==> src/rtl/pipe_pkg.sv <==
// Shared definitions for the pipeline hazard controller: forwarding-select codes,
// halt-drain FSM states and the scoreboard entry field layout.
package pipe_pkg;

  typedef enum logic [1:0] {
    FWD_REG   = 2'b00,
    FWD_EXMEM = 2'b01,
    FWD_MEMWB = 2'b10
  } fwd_sel_e;

  typedef enum logic [1:0] {
    RUN    = 2'b00,
    DRAIN  = 2'b01,
    HALTED = 2'b10
  } hz_state_e;

  // Entry payload is {wr, rd, load}, load at bit 0; the valid bit is held separately.
  localparam int SB_LOAD   = 0;
  localparam int SB_RD_LSB = 1;

  function automatic int sb_wr_bit(input int nreg_w);
    return nreg_w + 1;
  endfunction

  function automatic int sb_dat_w(input int nreg_w);
    return nreg_w + 2;
  endfunction

endpackage

==> src/rtl/pipe_hazard_ctrl_hz_scoreboard.sv <==
// In-flight destination scoreboard: a DEPTH-entry shift register (EX .. WB)
// and per-source match vectors against every entry.
module hz_scoreboard
  import pipe_pkg::*;
#(
  parameter int NREG_W = 3,
  parameter int DEPTH  = 3
) (
  input  logic              clk,
  input  logic              rst,
  input  logic              adv,
  input  logic              issue,
  input  logic              wr,
  input  logic [NREG_W-1:0] rd,
  input  logic              load,
  input  logic              rs_vld,
  input  logic [NREG_W-1:0] rs,
  input  logic              rt_vld,
  input  logic [NREG_W-1:0] rt,
  output logic [DEPTH-1:0]  rs_match,
  output logic [DEPTH-1:0]  rt_match,
  output logic              load0,
  output logic              any_vld
);

  localparam int DAT_W  = sb_dat_w(NREG_W);
  localparam int WR_BIT = sb_wr_bit(NREG_W);
  localparam int RD_MSB = SB_RD_LSB + NREG_W - 1;

  logic [DEPTH-1:0] vld_p;
  logic [DAT_W-1:0] dat_p [DEPTH];
  logic [DAT_W-1:0] dat_in;

  assign dat_in = {wr, rd, load};

  // Valid bits are the only state that must be cleared; payload is don't-care when invalid.
  always_ff @(posedge clk) begin
    if (rst) begin
      vld_p <= '0;
    end else if (adv) begin
      vld_p <= {vld_p[DEPTH-2:0], issue};
    end
  end

  always_ff @(posedge clk) begin
    if (adv) begin
      dat_p[0] <= dat_in;
      for (int i = 1; i < DEPTH; i++) begin
        dat_p[i] <= dat_p[i-1];
      end
    end
  end

  always_comb begin
    rs_match = '0;
    rt_match = '0;
    for (int i = 0; i < DEPTH; i++) begin
      rs_match[i] = rs_vld & vld_p[i] & dat_p[i][WR_BIT] & (dat_p[i][RD_MSB:SB_RD_LSB] == rs);
      rt_match[i] = rt_vld & vld_p[i] & dat_p[i][WR_BIT] & (dat_p[i][RD_MSB:SB_RD_LSB] == rt);
    end
  end

  assign load0   = vld_p[0] & dat_p[0][SB_LOAD];
  assign any_vld = |vld_p;

endmodule

==> src/rtl/pipe_hazard_ctrl.sv <==
// Pipeline hazard controller: stall/flush/enable generation, forwarding selects,
// stall counter and HALT drain FSM. Define PIPE_FWD_EN for the forwarding build.
module pipe_hazard_ctrl
  import pipe_pkg::*;
#(
  parameter int NREG_W      = 3,
  parameter int DEPTH       = 3,
  parameter int STALL_CNT_W = 16
) (
  input  logic                   clk,
  input  logic                   rst,
  input  logic                   dec_valid,
  input  logic                   dec_rs_vld,
  input  logic [NREG_W-1:0]      dec_rs,
  input  logic                   dec_rt_vld,
  input  logic [NREG_W-1:0]      dec_rt,
  input  logic                   dec_wr,
  input  logic [NREG_W-1:0]      dec_rd,
  input  logic                   dec_load,
  input  logic                   dec_halt,
  input  logic                   br_taken,
  input  logic                   dmem_stall,
  output logic                   fetch_en,
  output logic                   ifid_en,
  output logic                   ifid_flush,
  output logic                   idex_en,
  output logic                   idex_bubble,
  output logic                   exmem_en,
  output logic                   memwb_en,
  output logic [1:0]             fwd_a,
  output logic [1:0]             fwd_b,
  output logic                   halted,
  output logic [STALL_CNT_W-1:0] stall_cnt
);

  hz_state_e        state;
  logic [DEPTH-1:0] rs_match;
  logic [DEPTH-1:0] rt_match;
  logic             load0;
  logic             any_vld;
  logic             hz_raw;
  logic             hz;
  logic             issue;
  logic             unused_sb;

  function automatic logic [STALL_CNT_W-1:0] sat_inc(input logic [STALL_CNT_W-1:0] v);
    return (&v) ? v : v + 1'b1;
  endfunction

  hz_scoreboard #(
    .NREG_W (NREG_W),
    .DEPTH  (DEPTH)
  ) u_sb (
    .clk      (clk),
    .rst      (rst),
    .adv      (~dmem_stall),
    .issue    (issue),
    .wr       (dec_wr),
    .rd       (dec_rd),
    .load     (dec_load),
    .rs_vld   (dec_rs_vld),
    .rs       (dec_rs),
    .rt_vld   (dec_rt_vld),
    .rt       (dec_rt),
    .rs_match (rs_match),
    .rt_match (rt_match),
    .load0    (load0),
    .any_vld  (any_vld)
  );

  // Not every match bit is consumed in every build/depth combination.
  assign unused_sb = ^{rs_match, rt_match, load0};

`ifdef PIPE_FWD_EN
  assign hz_raw = load0 & (rs_match[0] | rt_match[0]);
`else
  // WB is exempt: the register file writes through to decode reads.
  assign hz_raw = |(rs_match[DEPTH-2:0] | rt_match[DEPTH-2:0]);
`endif

  assign hz    = (state == RUN) & dec_valid & hz_raw;
  assign issue = (state == RUN) & dec_valid & ~hz & ~dmem_stall;

  always_comb begin
    fetch_en    = 1'b1;
    ifid_en     = 1'b1;
    ifid_flush  = 1'b0;
    idex_en     = 1'b1;
    idex_bubble = 1'b0;
    exmem_en    = 1'b1;
    memwb_en    = 1'b1;
    if (dmem_stall) begin
      fetch_en = 1'b0;
      ifid_en  = 1'b0;
      idex_en  = 1'b0;
      exmem_en = 1'b0;
      memwb_en = 1'b0;
    end else begin
      case (state)
        DRAIN: begin
          fetch_en    = 1'b0;
          ifid_flush  = 1'b1;
          idex_bubble = 1'b1;
        end
        HALTED: begin
          fetch_en    = 1'b0;
          ifid_en     = 1'b0;
          idex_bubble = 1'b1;
        end
        default: begin
          if (hz) begin
            fetch_en    = 1'b0;
            ifid_en     = 1'b0;
            idex_bubble = 1'b1;
          end else begin
            ifid_flush = br_taken;
          end
        end
      endcase
    end
  end

  always_ff @(posedge clk) begin
    if (rst) begin
      state  <= RUN;
      halted <= 1'b0;
    end else if (!dmem_stall) begin
      case (state)
        RUN: begin
          if (issue && dec_halt) state <= DRAIN;
        end
        DRAIN: begin
          if (!any_vld) begin
            state  <= HALTED;
            halted <= 1'b1;
          end
        end
        HALTED: begin
          state <= HALTED;
        end
        default: begin
          state  <= RUN;
          halted <= 1'b0;
        end
      endcase
    end
  end

  always_ff @(posedge clk) begin
    if (rst) begin
      stall_cnt <= '0;
    end else if (!dmem_stall && hz) begin
      stall_cnt <= sat_inc(stall_cnt);
    end
  end

`ifdef PIPE_FWD_EN
  function automatic logic [1:0] fwd_pick(input logic m_ex, input logic m_mem);
    if (m_ex)  return FWD_EXMEM;
    if (m_mem) return FWD_MEMWB;
    return FWD_REG;
  endfunction

  // Selects register at issue so they line up with the consumer's EX cycle.
  always_ff @(posedge clk) begin
    if (rst) begin
      fwd_a <= FWD_REG;
      fwd_b <= FWD_REG;
    end else if (!dmem_stall) begin
      if (issue) begin
        fwd_a <= fwd_pick(rs_match[0], rs_match[1]);
        fwd_b <= fwd_pick(rt_match[0], rt_match[1]);
      end else begin
        fwd_a <= FWD_REG;
        fwd_b <= FWD_REG;
      end
    end
  end
`else
  assign fwd_a = FWD_REG;
  assign fwd_b = FWD_REG;
`endif

endmodule

==> config.mk <==
export PLATFORM = sky130hd
export DESIGN_NAME = pipe_hazard_ctrl
export DESIGN_NICKNAME = d
export VERILOG_FILES = /design/src/rtl/pipe_pkg.sv /design/src/rtl/pipe_hazard_ctrl_hz_scoreboard.sv /design/src/rtl/pipe_hazard_ctrl.sv
export SDC_FILE = /design/constraint.sdc
export NUM_CORES = 1
export LEC_CHECK = 0
export BUFFER_PORTS_ARGS = -buffer_cell sky130_fd_sc_hd__clkbuf_2
export CAP_MARGIN = 25
export CORE_ASPECT_RATIO = 0.75
export CORE_MARGIN = 2
export CORE_UTILIZATION = 35
export DETAILED_ROUTE_END_ITERATION = 12
export PLACE_DENSITY_LB_ADDON = 0.12
export SYNTH_ARGS = -nofsm -noshare
export SYNTH_HDL_FRONTEND = slang
export SYNTH_HIERARCHICAL = 1
export SYNTH_SLANG_ARGS = --single-unit
==> constraint.sdc <==
create_clock -name clk -period 5 [get_ports clk]
set_clock_uncertainty 0.2 [all_clocks]
set_input_delay 1 -clock clk [delete_from_list [all_inputs] [get_ports clk]]
set_output_delay 1 -clock clk [all_outputs]
set_load 0.02 [all_outputs]
Word level (Yosys, flattened, before mapping)
Memory sizes are Yosys's and may differ from the RTL's.
Index checks and enable logic that the tools add are counted.
- add/subtract/negate cells: 1
- eq/ne operators: 8
- mux-type cells: 17
- bitwise operators: 21
- reductions and logical operators: 12
- operators with widths (operator ; count):
    $add A16 B1 Y16 const B ; 1
    $and A1 B1 Y1 ; 16
    $reduce_and A16 Y1 ; 1
    $eq A3 B3 Y1 ; 4
    $mux W1 ; 11
    $pmux W1 S2 ; 3
    $pmux W2 S3 ; 1
    $reduce_and A3 Y1 ; 2
    $reduce_or A2 Y1 ; 3
    $mux W2 ; 2
    $not A1 Y1 ; 4
    $reduce_or A3 Y1 ; 1
    $eq A2 B1 Y1 const B ; 1
    $eq A2 B2 Y1 const B ; 1
    $logic_and A1 B1 Y1 ; 2
    $logic_not A2 Y1 ; 1
    $ne A2 B1 Y1 const B ; 1
    $ne A2 B2 Y1 const B ; 1
    $or A2 B2 Y2 ; 1
    $reduce_and A2 Y1 ; 1
    $logic_not A1 Y1 ; 1
- register bits: 22
- memory bits (writable): 15
- input bits: 19
- output and inout bits: 28
- logic and storage cells: 64
- memories: 1
- memory list (name ; words ; width ; rd ports ; clocked after memory_dff ; wr ports ; RTL line ; text):
    u_sb.dat_p ; 3 ; 5 ; 2 ; 0 ; 3 ; pipe_hazard_ctrl_hz_scoreboard.sv:31 ; logic [DAT_W-1:0] dat_p [DEPTH];

Depth between registers and ports, before layout
Gate-level depths: netlist (run 1).
- depth in word-level cells: 12
- gate-level depth with buffers: 7
- depth with buffers taken out: 6

Cells and area by module
The synthesis (run 1) kept the hierarchy.
- modules (own cells, without submodules) (module ; times used ; cells an instance ; area each (µm²) ; sequential area each (µm²)):
    pipe_hazard_ctrl ; 1 ; 152 ; 1286.2 ; 380.4
    hz_scoreboard ; 1 ; 54 ; 767.0 ; 450.4

Worst setup path before layout (run 1)
No wires, ideal clock.
- path type: input-to-output
- start: input port dec_rt[1]
- end: output port ifid_flush
- data arrival time: 2.455 ns
- required time: 3.800 ns
- setup slack: 1.345 ns
- stages on the path: 6
- path buffers: 0
- cells stage by stage: xor2_1 > nor4_2 > nor4_1 > nor2_1 > or3b_2 > a21oi_1
- word-level cells in the longest chain between the ends: 8
- elaborated cells between the ends (all ways): 10
- those cells by class: 2 x eq/ne; 3 x mux; 4 x bitwise; 1 x reduce/logical
- RTL lines (what ; RTL line ; text):
    start, declared ; pipe_hazard_ctrl.sv:16 ; input logic [NREG_W-1:0] dec_rt,
    $eq A3 B3 Y1 ; pipe_hazard_ctrl_hz_scoreboard.sv:59 ; rt_match[i] = rt_vld & vld_p[i] & dat_p[i][WR_BIT] & (dat_p[i][RD_MSB:SB_RD_LSB] == rt);
    $and A1 B1 Y1 ; pipe_hazard_ctrl_hz_scoreboard.sv:59 ;
    net rt_match[0] ; pipe_hazard_ctrl.sv:38 ; logic [DEPTH-1:0] rt_match;
    $or A2 B2 Y2 ; pipe_hazard_ctrl.sv:78 ; assign hz_raw = |(rs_match[DEPTH-2:0] | rt_match[DEPTH-2:0]);
    $reduce_or A2 Y1 ; pipe_hazard_ctrl.sv:78 ;
    $and A1 B1 Y1 ; pipe_hazard_ctrl.sv:81 ; assign hz = (state == RUN) & dec_valid & hz_raw;
    $mux W1 ; pipe_hazard_ctrl.sv:111 ; if (hz) begin
    $pmux W1 S2 ; pipe_hazard_ctrl.sv:99 ; case (state)
    $mux W1 ; pipe_hazard_ctrl.sv:92 ; if (dmem_stall) begin
    end, declared ; pipe_hazard_ctrl.sv:25 ; output logic ifid_flush,
The timed path passes the listed nets, and every way through them passes these cells.

Final worst setup path (run 1)
- start: input port dec_rt[0]
- end: output port ifid_flush
The elaborated chain is that of the path after synthesis.

==> results.ini, run 1 <==
[run_status]
outcome = finished, final reports clean

[route]
wl_mm = 3.85
avgRoutedWirePerCell_um = 13.3
drtIter0Drc = 70
drc = 0
routed_via_density = 5.21
via_count = 1505
ant_nets = 0
dr.pass1.iters = 4

[synth]
avgSynthCellArea_sq_um = 9.52
syn_area_sq_um = 1810
yosys_warnings = 6
netlist_instances = 190

[sta]
fin_tns_setup_ns = 0
slew_viol_final = 0
fin_crit_ns = 4.08
holdWs_ns = 0.294
rsz0062_at_grt = false
hold_violations = 0
period_share = 0.817
setup_viol = 0
relSlewSlack = 0.568
worstMarginPinSlew_ns = 0.643
fmax_mhz = 245

[setup_path]
cp-end-kind = primary output
ff2ff_setup_slack_ns = 2.52
startpoint_type = input port
crit_top_cell = clkbuf_2
rr_worst_depth = 6
worstPathRequired_ns = 3.80
critPathTopFamily = simple AND/OR/NAND/NOR gates
slowest_stage = nor4_1
crit_fanout = 2
path_class = input port to primary output
max_stage_delay_ns = 0.57
crit_path_cell_trace = clkbuf_2, xor2_1, nor4_2, nor4_1, nor2_1, or3b_2, a21oi_1, clkbuf_2
crit_arrival_ns = 2.88
critical_path_buf_inv_count = 2
r2r-start = u_sb/dat_p[0][3]$_DFFE_PP_
rr_endpoint = stall_cnt[15]$_SDFFE_PP0P_
startpoint = dec_rt[0]

[floorplan]
pin_count = 47
die_w_um = 87.0
coreArea_sq_um = 4930
num_rows = 22
die_h_um = 66.3
die-area_sq_um = 5770
initial_core_util = 0.367

[cells_and_area]
layout.nets = 251
n_antenna_cell = 0
area_growth_pct = 15.9
drive_above_1_share = 0.306
design_area_sq_um = 2100
final_cells = 289

[place]
place_congestion = 0.749
place_area_sq_um = 2020
place_inst = 281
dp_hpwl_mm = 2.87
io_buffers = 41

[cts]
cts_made_buffers = 5
htree_levels = 2
clk_pin_slew_ns = 0.06
cts_tree = done
cts-resized-gates = 0
cts-root-buf = clkbuf_8
clock-sinks = 30
cts.path.max_buffers = 2
holdBufCountCts = 0
cts_setup_buffers = 0
clock_latency_ns = 0.28

[pwr]
p_leak_nw = 0.871
pwr_density_cell_nw_per_um2 = 237
finalPower_uw = 497
irDropWorstVdd_mv = 0.0787

[global_routing]
overflow = 0
track_usage = 0.148
grt_pass1_vias = 1320
antenna_found_initial = 0
grt_max_degree = 33
grt_pass1_wl_mm = 6.48

[hold_path]
hold_path_end = u_sb/vld_p[2]$_SDFFE_PP0P_
min_from = u_sb/vld_p[2]$_SDFFE_PP0P_
holdPathStages = 2
hold_path_class = register to register

[job]
cap_violations = 0

-- worst min-delay path, cell delays in order, from the launching register on --
cell and delay, ns:
dfxtp_1 0.32, mux2i_1 0.07, nor2_1 0.08
-- state kept, by name (all words and copies together) (netlist names) --
signal and flops:
state 2, halted 1, u_sb/vld_p 3, stall_cnt 16, u_sb/dat_p 8
-- final cells by class --
class,count,area (sq um)
fillers,503,2830
multi-input cells,143,1020
flip-flops and latches,30,681
repair buffers,42,213
well taps,60,75.1
clock buffers,6,72.6
inverters,6,22.5
clock inverters,2,8.76
-- placed cells by master, fill, tap and decap left out, types with 3 or more instances in the layout --
cell type and instances:
nand4_1 5, or4_1 5, mux2_2 7, a21oi_1 12
mux2i_1 5, o31ai_1 4, edfxtp_1 8, nand3_1 6
nor2b_1 8, clkbuf_8 5, ha_1 4, dfxtp_1 22
nor4_2 4, clkbuf_2 41, nor2_1 17, xor2_1 12
inv_1 6, nand2_1 11, conb_1 4, and3_1 4
nor4_1 3
-- report_power, final --
part,switching (mW),internal (mW)
Clock,0.0906,0.0954
Sequential,0.00518,0.256
Combinational,0.0314,0.0186
Total,0.127,0.370
-- metrics by stage --
stage	utilization	worst slack (ns)
2_1_floorplan	-	1.35
3_3_place_gp	0.409	0.996
3_5_place_dp	0.409	0.991
4_1_cts	0.426	0.980
5_1_grt	0.426	0.845
6_report	0.426	0.915
-- worst max path at each step --
| stage | cells past startpoint | slack, ns | end |
|---|---|---|---|
| after global routing | 8 | 0.85 | ifid_flush |
| after global placement | 8 | 1.0 | ifid_flush |
| after detailed placement | 8 | 0.99 | ifid_flush |
| after CTS | 8 | 0.98 | ifid_flush |
| after floorplan | 6 | 1.35 | ifid_flush |
| final | 8 | 0.92 | ifid_flush |
-- routing by layer --
layer  GRT usage  part of all wire  vias to the layer above
met5           0                 0                        -
met4      0.0527             0.013                        0
met3      0.0474             0.047                        7
met2       0.197              0.40                       33
met1       0.217              0.54                      697
li1            -                 -                      768
No activity file was read; power rests on OpenSTA's default activity.
==> run 2: changes to the inputs <==
==> constraint.sdc (replaced) <==
create_clock -name clk -period 3.3 [get_ports clk]
set_clock_uncertainty 0.2 [all_clocks]
set_input_delay 0.66 -clock clk [delete_from_list [all_inputs] [get_ports clk]]
set_output_delay 0.66 -clock clk [all_outputs]
set_load 0.02 [all_outputs]
==> run 2 against run 1 <==
  * Flip-flop and latch count is the same
  * Largest cell class unchanged
  * Highest routed layer unchanged
  * Largest power group unchanged
  * Via count fell by 2.4%
  * Hold slack worse by 0.0079 ns
  * Design area grew 1.5%
==> results.ini, run 2 (synthesis results as in run 1) <==
[floorplan]
pin_count = 47  ; unchanged
die-area_sq_um = 5770  ; unchanged
coreArea_sq_um = 4930  ; unchanged
die_h_um = 66.3  ; unchanged
num_rows = 22  ; unchanged
initial_core_util = 0.367  ; unchanged
die_w_um = 87.0  ; unchanged

[sta]
rsz0062_at_grt = false
period_share = 0.962
fin_ws_ns = 0.124  ; -0.791 ns
fmax_mhz = 315
fin_tns_setup_ns = 0  ; unchanged
worstMarginPinSlew_ns = 0.625  ; -0.0188 ns
holdWs_ns = 0.286  ; -0.00791 ns
fin_crit_ns = 3.18
relSlewSlack = 0.580  ; +0.0126
hold_violations = 0  ; unchanged
setup_viol = 0  ; unchanged
slew_viol_final = 0  ; unchanged

[global_routing]
grt_max_degree = 23  ; -30%
track_usage = 0.140  ; -0.00722
grt_pass1_wl_mm = 6.15  ; -5.1%
met2_usage = 0.191  ; -0.00573
grt_pass1_vias = 1233  ; -6.6%
met1_usage = 0.204  ; -0.0132
antenna_found_initial = 0  ; unchanged
overflow = 0  ; unchanged
use_met3 = 0.0387  ; -0.00874
busiest_layer = met1

[pwr]
power_frac_comb = 0.100  ; about the same
pwr_density_cell_nw_per_um2 = 366  ; +54%
finalPower_uw = 778  ; +56%
sw_frac_of_total = 0.252  ; -0.00328
switchingPower_uw = 196  ; +54%
p_int_uw = 582  ; +57%
p_leak_nw = 0.888  ; +2.0%
clock_power_share = 0.392  ; +0.018
p_seq_frac = 0.508  ; -0.017
irDropWorstVdd_mv = 0.133  ; +69%

[run_status]
outcome = finished, final reports clean

[hold_path]
hold_path_end = u_sb/dat_p[0][9]$_DFFE_PP_
min_from = u_sb/dat_p[0][4]$_DFFE_PP_
hold_path_class = register to register
holdPathStages = 0  ; -2

[setup_path]
slowest_stage = or3b_2
crit_fanout = 2  ; unchanged
r2r-start = u_sb/dat_p[0][3]$_DFFE_PP_
path_class = input port to primary output
worstPathRequired_ns = 2.44  ; -1.36 ns
crit_path_cell_trace = clkbuf_2, xor2_1, nor4_2, nor4_1, buf_4, nor2_1, or3b_2, a21oi_1, clkbuf_2
cp-end-kind = primary output
critPathTopFamily = simple AND/OR/NAND/NOR gates
critical_path_buf_inv_count = 3  ; +1
worst-path-stages = 9  ; +1
ff2ff_setup_slack_ns = 0.79  ; -1.73 ns
rr_endpoint = stall_cnt[15]$_SDFFE_PP0P_
rr_worst_depth = 6  ; unchanged
max_stage_delay_ns = 0.43  ; -0.14 ns
crit_arrival_ns = 2.32  ; -0.56 ns
crit_top_cell = clkbuf_2
startpoint_type = input port

[place]
pre_cts_ws_ns = 0.107  ; -0.884 ns
place_congestion = 0.742  ; -0.96%
io_buffers = 41  ; unchanged
place_area_sq_um = 2040  ; +1.1%
dp_hpwl_mm = 2.89  ; +0.86%

[cts]
clock_latency_ns = 0.28  ; about the same
holdBufCountCts = 0  ; unchanged
cts_tree = done
cts-root-buf = clkbuf_8
clock-sinks = 30  ; unchanged
cts_setup_buffers = 0  ; unchanged
cts.path.max_buffers = 2  ; unchanged
cts_made_buffers = 5  ; unchanged
htree_levels = 2  ; unchanged
clk_pin_slew_ns = 0.06  ; about the same
cts-resized-gates = 0  ; unchanged

[cells_and_area]
n_antenna_cell = 0  ; unchanged
design_area_sq_um = 2130  ; +1.5%
reg_top3 = stall_cnt: 16 flops, u_sb/dat_p: 8 flops, u_sb/vld_p: 3 flops
drive_above_1_share = 0.315  ; +0.00898
area_growth_pct = 17.6
top_register = stall_cnt
layout_commonest_cell = clkbuf_2
layout.nets = 254  ; +1.2%
largest_reg_flops = 16  ; unchanged
final_cell_mix = 41 x clkbuf_2, 22 x dfxtp_1, 17 x nor2_1

[route]
avgRoutedWirePerCell_um = 13.1  ; -2.1%
drtIter0Drc = 88  ; +26%
wl_mm = 3.81  ; -1.1%
drc = 0  ; unchanged
via_count = 1469  ; -2.4%
ant_nets = 0  ; unchanged
routed_via_density = 5.03  ; -3.4%
dr.pass1.iters = 4  ; unchanged

[job]
cap_violations = 0  ; unchanged

[run 2: cell types whose count changed in the layout (fill, tap and decap cells not counted), sizes merged]
cell | before | now
buf | 1 | 4
[run 2: worst max path at each step]
stage                   start         end  slack [ns]
floorplan           dec_rt[1]  ifid_flush        0.33
CTS                 dec_rt[2]  ifid_flush        0.09
detailed placement  dec_rt[2]  ifid_flush        0.11
global route        dec_rt[2]  ifid_flush       0.006
finish              dec_rt[2]  ifid_flush        0.12
global placement    dec_rt[2]  ifid_flush        0.11
[run 2: through the flow]
| stage | instances | util |
|---|---|---|
| 6_report | 292 | 0.432 |
| 4_1_cts | 292 | 0.432 |
| 3_5_place_dp | 284 | 0.414 |
| 3_3_place_gp | 284 | 0.414 |
| 2_1_floorplan | 193 | - |
| 5_1_grt | 292 | 0.432 |
[run 2: final cells by class]
| cell class | instances | area (sq um) |
|---|---|---|
| Tap cell | 60 | 75.1 |
| Clock buffer | 6 | 82.6 |
| Multi-Input combinational cell | 143 | 1020 |
| Sequential cell | 30 | 681 |
| Fill cell | 485 | 2800 |
| Clock inverter | 2 | 7.51 |
| Timing Repair Buffer | 45 | 235 |
| Inverter | 6 | 22.5 |
[run 2: worst register-to-register path, stage by stage (launching register included)]
cell	delay, ns
edfxtp_1	0.44
xor2_1	0.20
nor4_2	0.33
or4_4	0.28
nand4_4	0.17
nor4_1	0.40
mux2_2	0.38
[run 2: power groups by stage]
stage	logic [mW]	clock network (mW)	registers, mW
floorplan	0.0578	0	0.402
global placement	0.0785	0	0.403
detailed placement	0.0782	0	0.404
CTS	0.0785	0.315	0.395
global route	0.0859	0.328	0.396
finish	0.0776	0.305	0.395
[run 2: metal layers]
metal / share of wire / up-vias
met5: 0 / -
met4: 0.011 / 0
met3: 0.048 / 5
met2: 0.39 / 34
met1: 0.55 / 659
li1: - / 771
